`config.mk`:
```
export PLATFORM = sky130hd
export DESIGN_NAME = bus_access_ctrl
export DESIGN_NICKNAME = d
export VERILOG_FILES = /design/src/rtl/bus_access_ctrl.sv
export SDC_FILE = /design/constraint.sdc
export NUM_CORES = 1
export LEC_CHECK = 0
export CORE_MARGIN = 1.5
export CORE_UTILIZATION = 50
export DETAILED_ROUTE_END_ITERATION = 16
export HOLD_SLACK_MARGIN = 0.15
export PLACE_DENSITY = 0.85
export SETUP_SLACK_MARGIN = 0.05
export SYNTH_ARGS = -nofsm -noshare
export SYNTH_HDL_FRONTEND = slang
export SYNTH_SLANG_ARGS = --single-unit
```
`constraint.sdc`:
```
create_clock -name clk -period 5 [get_ports clk]
set_input_delay 0.5 -clock clk [delete_from_list [all_inputs] [get_ports clk]]
set_output_delay 0.5 -clock clk [all_outputs]
set_load 0.1 [all_outputs]
```
`src/rtl/bus_access_ctrl.sv`:
```
// bus_access_ctrl: sequences one CPU memory access at a time onto the 8-bit
// data bus stage with a setup cycle, a one-cycle strobe, a programmable
// number of wait states, 6502 RDY stalling and an optional WAIT timeout.
//
//   state  | meaning
//   -------+---------------------------------------------------------------
//   IDLE   | waiting for req; address, data and direction latched on accept
//   SETUP  | bus_addr/bus_wdata stable, no strobe
//   STROBE | bus_read or bus_write high for this single cycle
//   WAIT   | wait states count down; leave when wcnt==0 and rdy, or timeout
//   DONE   | ack (and err on timeout) high for this single cycle
module bus_access_ctrl #(
   parameter int ADDR_W      = 16,
   parameter int DATA_W      = 8,
   parameter int WAIT_STATES = 0,
   parameter int TIMEOUT     = 255
) (
   input  logic              clk,
   input  logic              reset_n,
   input  logic              req,
   input  logic              rnw,
   input  logic [ADDR_W-1:0] addr,
   input  logic [DATA_W-1:0] wdata,
   input  logic              rdy,
   input  logic [DATA_W-1:0] bus_data,
   output logic [ADDR_W-1:0] bus_addr,
   output logic [DATA_W-1:0] bus_wdata,
   output logic              bus_read,
   output logic              bus_write,
   output logic [DATA_W-1:0] rdata,
   output logic              ack,
   output logic              err,
   output logic              busy
);

   // tcnt only has to reach TIMEOUT-1; it saturates instead of wrapping so a
   // disabled timeout (TIMEOUT=0) cannot alias back to a terminal value.
   localparam int TCNT_W = (TIMEOUT < 1) ? 1 : $clog2(TIMEOUT + 1);
   localparam logic [3:0]        WCNT_INIT = 4'(WAIT_STATES);
   localparam logic [TCNT_W-1:0] TCNT_MAX  = {TCNT_W{1'b1}};
   localparam logic [TCNT_W-1:0] TCNT_LAST = TCNT_W'(TIMEOUT - 1);

   typedef enum logic [2:0] {
      S_IDLE,
      S_SETUP,
      S_STROBE,
      S_WAIT,
      S_DONE
   } state_t;

   state_t            state;
   logic              rnw_q;
   logic [3:0]        wcnt;
   logic [TCNT_W-1:0] tcnt;

   // Access sequencer; strobes, ack, err and busy are all state-decoded flops.
   always_ff @(posedge clk or negedge reset_n) begin
      if (!reset_n) begin
         state     <= S_IDLE;
         rnw_q     <= 1'b0;
         wcnt      <= '0;
         tcnt      <= '0;
         bus_addr  <= '0;
         bus_wdata <= '0;
         bus_read  <= 1'b0;
         bus_write <= 1'b0;
         rdata     <= '0;
         ack       <= 1'b0;
         err       <= 1'b0;
         busy      <= 1'b0;
      end else begin
         bus_read  <= 1'b0;
         bus_write <= 1'b0;
         ack       <= 1'b0;
         err       <= 1'b0;
         case (state)
            S_IDLE: begin
               if (req) begin
                  bus_addr  <= addr;
                  bus_wdata <= wdata;
                  rnw_q     <= rnw;
                  busy      <= 1'b1;
                  state     <= S_SETUP;
               end
            end
            S_SETUP: begin
               bus_read  <= rnw_q;
               bus_write <= ~rnw_q;
               state     <= S_STROBE;
            end
            S_STROBE: begin
               wcnt  <= WCNT_INIT;
               tcnt  <= '0;
               state <= S_WAIT;
            end
            S_WAIT: begin
               if (wcnt != 4'd0) wcnt <= wcnt - 4'd1;
               if (tcnt != TCNT_MAX) tcnt <= tcnt + TCNT_W'(1);
               // Completion is checked first so it wins over a coincident timeout.
               if (wcnt == 4'd0 && rdy) begin
                  if (rnw_q) rdata <= bus_data;
                  ack   <= 1'b1;
                  state <= S_DONE;
               end else if (TIMEOUT != 0 && tcnt == TCNT_LAST) begin
                  ack   <= 1'b1;
                  err   <= 1'b1;
                  state <= S_DONE;
               end
            end
            S_DONE: begin
               busy  <= 1'b0;
               state <= S_IDLE;
            end
            default: begin
               busy  <= 1'b0;
               state <= S_IDLE;
            end
         endcase
      end
   end

endmodule

```
==> summary.txt, run 1 <==
Worst setup path
  • R2R Setup Slk: 2890 ps
  • Arr. time, crit path: 1850 ps
  • WS Path Type: reg -> out
  • R2R Path Start: wcnt[0]
  • CP startpoint kind: flop
  • Crit. End Element: primary output
  • Critical path startpoint: bus_wdata[1]
  • Critical-path top delay cell: clkdlybuf4s50_1
  • Crit. path cell count: 1
  • Worst path top cell family by delay: buffers and inverters
  • Cell-by-cell trace of the critical path: clkdlybuf4s50_1
  • Worst r2r path cells: 5
  • Delay of the slowest critical-path stage: 1160 ps
  • RR Endpoint: rdata[3]
  • CP required: 4500 ps
  • CP endpoint: bus_wdata[1]
  • CP max FO: 2
  • Crit path buffers/inverters: 1

Floorplanning
  • Initial Util: 0.514
  • Die X: 72.5 um
  • Die H: 72.5 um
  • CORE AREA: 4690 um^2
  • IO Pins: 74
  • Cell Rows: 25
  • Die area: 5250 um^2

Synth
  • Number of flops mapped to enable cells by yosys: 0
  • Synth Flop Type: dfrtp_1
  • Syn Inst Count: 172
  • Synthesis warning total: 0
  • Synth cell types: 38
  • Sequential area share after synthesis: 0.550
  • Mapped Nets: 213
  • Post-Syn Area: 2410 um^2
  • Syn_area_per_cell: 14.0 um^2
  • Register bit total from synthesis: 53
  • Async SR Flop Fraction: 1.00

GRT
  • Overall Global Routing Usage: 0.199
  • First-pass GRT wire length: 7.93 mm
  • GRT overflow: 0
  • Vias in the first global route: 1609
  • Largest net degree at the start of global routing: 54
  • Number of antenna violations at the first check in global routing: 0

Route
  • Pre-antenna DRT Iters: 4
  • Drt wl/cell: 16.5 um
  • Routed length on met1: 2.08 mm
  • Detail-routed via count per cell: 5.48
  • Met3 WL: 197 um
  • Metal2 WL: 2.56 mm
  • Max Used Layer: met4
  • Initial drt markers: 123
  • Total number of vias: 1649
  • Final wirelength: 4.95 mm
  • DRC: 0
  • Post-DRT Antenna Nets: 0

Clock network
  • Clk root buf: clkbuf_8
  • Longest Clk Path Bufs: 2
  • CTS Sinks: 53
  • CTS tree: built
  • CTS resizes: 0
  • Post-CTS Setup Inserts: 0
  • CTS clk-pin slew, worst paths: 110 ps
  • Number of hold buffers added after CTS: 0
  • Worst skew pair latency: 320 ps
  • CTS Buf Count: 5
  • Htree depth: 2

Final layout
  • Layout cell share with drive strength beyond 1: 0.194
  • ANT cells: 0
  • Nets: 287
  • Final Util: 0.698
  • Syn-to-layout area delta: 35.8%
  • Footprint of the multi-input gates: 971 um^2
  • Layout fillers: 331
  • Sequential cell area: 1330 um^2

STA
  • Pins Over Slew Limit: 0
  • WHS: 285 ps
  • Least-Margin Pin Slew: 1010 ps
  • Setup violations, final: 0
  • Relative max-transition margin: 0.326
  • Clock skew: 14.9 ps
  • Setup TNS: 0 ps
  • Fin crit period: 2350 ps
  • Fin. Hold Viols: 0
  • Max frequency: 0.426 GHz
  • RSZ-0062 raised after global routing: no
  • Final period utilization: 0.470

Place
  • Dpl hpwl: 3.54 mm
  • Port bufs: 73
  • Gpl congestion: 0.732

Job
  • Max-cap viol count: 0

Worst hold path
  • Hold/Removal Path Class: in -> async

Outcome
  • Outcome: finished clean
-- final cells by class --
class | count | share of cell area
sequential | 53 | 0.405
multi-input combinational | 102 | 0.296
timing repair buffer | 75 | 0.226
clock buffer | 5 | 0.0210
clock inverter | 3 | 0.0210
tap | 54 | 0.0206
inverter | 9 | 0.0103
-- how the worst min path moves through the flow --
stage / slack, ps / depth (start not counted) / to / start
floorplan: 200 / 0 / ack / reset_n
global placement: 480 / 1 / bus_write / rnw_q
detailed placement: 490 / 1 / bus_wdata[5] / bus_wdata[5]
CTS: 310 / 2 / bus_addr[12] / reset_n
global route: 330 / 2 / bus_addr[12] / reset_n
finish: 280 / 2 / bus_addr[12] / reset_n
-- sequential cells by signal (all words and copies together), names as in the netlist --
register,cells
rnw_q,1
tcnt,8
ack,1
bus_addr,16
bus_wdata,8
busy,1
bus_write,1
wcnt,4
state,3
bus_read,1
rdata,8
err,1
-- stage by stage --
stage	std cells	worst slack (ps)	area, um^2
after floorplan	172	3380	2410
after global placement	293	2630	3140
after detailed placement	293	2550	3140
after CTS	301	2640	3280
after global routing	301	2600	3280
final	301	2650	3280
-- cells in the final DEF (no fill, tap or decap), types with 2 or more instances in the layout --
master,instances
clkdlybuf4s50_1,72
dfrtp_1,53
mux2_4,28
inv_1,9
o21ai_0,6
a21oi_1,5
nand2_1,5
mux2_2,5
clkbuf_8,5
nand3_1,4
nor2_1,4
mux2i_1,4
ha_1,4
or4_1,3
o211ai_1,3
nand4_1,2
nor4_1,2
and2_1,2
nor4b_1,2
and3_1,2
o221ai_1,2
a31oi_1,2
a41oi_1,2
bufinv_16,2
buf_4,2
-- logic make-up after synthesis --
logic type,Yosys count,synth area share
DFF,53,0.550
muxes,37,0.214
and+or+nand+nor,36,0.0990
AOI/OAI and AO/OA,25,0.0684
buffers and inverters,17,0.0482
adders and majority gates,4,0.0207
-- cell usage after synthesis (2+ instances only) --
cell	number	share of area
dfrtp_1	53	0.55
mux2_4	28	0.17
inv_1	9	0.014
buf_6	7	0.033
o21ai_0	6	0.012
a21oi_1	5	0.010
mux2_2	5	0.023
nand2_1	5	0.0078
ha_1	4	0.021
mux2i_1	4	0.017
nand3_1	4	0.0083
nor2_1	4	0.0062
o211ai_1	3	0.0093
or4_1	3	0.0093
a31oi_1	2	0.0052
a41oi_1	2	0.0073
and2_1	2	0.0052
and3_1	2	0.0052
nand4_1	2	0.0052
nor4_1	2	0.0052
nor4b_1	2	0.0073
o221ai_1	2	0.0073
-- per-layer routing --
layer	track usage	vias to the layer above
li1	-	768
met1	0.256	824
met2	0.324	46
met3	0.0472	11
met4	0.0839	0
met5	0	-
Power of run 1 is not shown: default switching activity piles up to over one toggle a cycle in this logic, so the estimate is an artifact.
==> run 2: changes to the inputs <==
--- a/config.mk
+++ b/config.mk
@@ -6,10 +6,10 @@
 export NUM_CORES = 1
 export LEC_CHECK = 0
 export CORE_MARGIN = 1.5
-export CORE_UTILIZATION = 50
+export CORE_UTILIZATION = 42
 export DETAILED_ROUTE_END_ITERATION = 16
 export HOLD_SLACK_MARGIN = 0.15
-export PLACE_DENSITY = 0.85
+export PLACE_DENSITY = 0.76
 export SETUP_SLACK_MARGIN = 0.05
 export SYNTH_ARGS = -nofsm -noshare
 export SYNTH_HDL_FRONTEND = slang
==> constraint.sdc (replaced) <==
create_clock -name clk -period 1.9 [get_ports clk]
set_input_delay 0.19 -clock clk [delete_from_list [all_inputs] [get_ports clk]]
set_output_delay 0.19 -clock clk [all_outputs]
set_load 0.1 [all_outputs]
==> summary.txt, run 2 (synthesis results as in run 1) <==
Outcome
  • Outcome: finished clean

Clock network
  • CTS clk-pin slew, worst paths: 90 ps (-20 ps)
  • Htree depth: 2 (unchanged)
  • CTS tree: built
  • Post-CTS Setup Inserts: 0 (unchanged)
  • Clk root buf: clkbuf_8
  • Worst skew pair latency: 300 ps (-20 ps)
  • Longest Clk Path Bufs: 2 (unchanged)
  • CTS Buf Count: 5 (unchanged)
  • CTS Sinks: 53 (unchanged)

Worst setup path
  • CP startpoint kind: flop
  • Crit. End Element: flop
  • Arr. time, crit path: 1910 ps (+60 ps)
  • WS Path Type: reg -> reg
  • CP max FO: 8 (+6)
  • CP required: 2090 ps (-2410 ps)

Route
  • Total number of vias: 1669 (+1.2%)
  • Drt wl/cell: 15.0 um (-9.1%)
  • Initial drt markers: 74 (-40%)
  • Final wirelength: 4.82 mm (-2.7%)
  • Pre-antenna DRT Iters: 4 (unchanged)
  • Post-DRT Antenna Nets: 0 (unchanged)
  • Detail-routed via count per cell: 5.18 (-5.4%)
  • DRC: 0 (unchanged)

Final layout
  • Syn-to-layout area delta: 34.4%
  • Most frequent cells in the layout: dfrtp_1 (53), buf_4 (38), clkdlybuf4s50_1 (35)
  • Layout cell share with drive strength beyond 1: 0.352 (+0.158)
  • Number of flip-flops in the largest register: 16 (unchanged)
  • ANT cells: 0 (unchanged)
  • Finished Layout Cells: 322 (+7.0%)
  • Largest Register: bus_addr
  • Nets: 290 (+1.0%)
  • Most common cell after layout, fill and taps aside: dfrtp_1

GRT
  • GRT overflow: 0 (unchanged)
  • Overall Global Routing Usage: 0.165 (-0.0342)
  • Vias in the first global route: 1563 (-2.9%)
  • Number of antenna violations at the first check in global routing: 0 (unchanged)
  • First-pass GRT wire length: 7.85 mm (-1.0%)
  • Largest net degree at the start of global routing: 35 (-35%)

Floorplanning
  • CORE AREA: 5540 um^2 (+18%)
  • Die X: 78.8 um (+8.7%)
  • Initial Util: 0.436 (-0.0788)
  • Die area: 6210 um^2 (+18%)
  • Die H: 78.8 um (+8.7%)
  • IO Pins: 74 (unchanged)
  • Cell Rows: 27 (+8.0%)

STA
  • Fin crit period: 1720 ps
  • RSZ-0062 raised after global routing: no
  • Fin. Hold Viols: 0 (unchanged)
  • Final period utilization: 0.905
  • Relative max-transition margin: 0.677 (+0.351)
  • Pins Over Slew Limit: 0 (unchanged)
  • Setup violations, final: 0 (unchanged)
  • Max frequency: 0.581 GHz
  • Least-Margin Pin Slew: 484 ps (-523 ps)
  • Clock skew: 7.27 ps (-7.63 ps)

Job
  • Max-cap viol count: 0 (unchanged)

Place
  • Gpl congestion: 0.780 (+6.5%)
  • Dpl hpwl: 3.53 mm (-0.22%)
  • Port bufs: 73 (unchanged)
  • Placed cells: 313 (+6.8%)

Worst hold path
  • Hold/Removal Path Class: in -> async
==> run 2: cell count changes in the layout (fill, tap and decap cells not counted) <==
cell / before / now
clkbuf_8: 5 / 6
clkinv_4: 0 / 1
buf_12: 0 / 3
clkdlybuf4s50_1: 72 / 35
nor4bb_1: 1 / 0
buf_4: 2 / 38
clkinv_2: 0 / 1
inv_6: 1 / 0
dlygate4sd3_1: 0 / 1
nor4bb_4: 0 / 1
bufinv_16: 2 / 0
==> run 2: through the flow <==
step / TNS (ps) / hold WS, ps / utilization / worst slack, ps / area, um^2
2_1_floorplan: 0 / -106 / - / 279 / 2410
3_3_place_gp: 0 / 182 / 0.563 / 19.7 / 3120
3_5_place_dp: -271 / 180 / 0.563 / -43.4 / 3120
4_1_cts: 0 / 381 / 0.584 / 108 / 3230
5_1_grt: 0 / 428 / 0.585 / 62.5 / 3240
6_report: 0 / 387 / 0.585 / 180 / 3240
==> run 2: path summary, 6_finish.rpt <==
kind / startpoint / to / slack, ps / cells after the start
max: wcnt[0] / rdata[0] / 180 / 6
max in group asynchronous: reset_n / state[0] / 970 / 3
max reg2reg: wcnt[0] / rdata[0] / 180 / 6
min reg2reg: rnw_q / bus_write / 490 / 1
min in group clk: addr[4] / bus_addr[4] / 490 / 2
min: reset_n / bus_addr[0] / 390 / 2
==> run 2: cell type report <==
class	instances	area [um^2]
tap	72	90.1
timing repair buffer	78	711
clock inverter	2	13.8
fill	450	2300
sequential	53	1330
multi-input combinational	102	986
inverter	9	33.8
clock buffer	6	82.6
==> run 2: critical path, stage by stage (launching register included) <==
cell and delay, ps:
dfrtp_1 410, inv_1 90, ha_1 180, nor4bb_4 230, and3_1 250, buf_12 150, mux2_4 300
==> run 2: what timing repair did <==
item,4_1_cts,5_1_grt
hold endpoints to repair,19,0
endpoints found under the setup margin,8,8
hold buffers,1,0
resized for setup,1,1
==> run 2: per-layer routing <==
layer  global-route usage  wire (um)  up-vias
met1                0.217       2070      844
met5                    0          0        -
li1                     -          -      780
met3               0.0379        220        6
met4               0.0589         71        0
met2                0.266       2460       39
Power of run 2 is left out for the same reason.
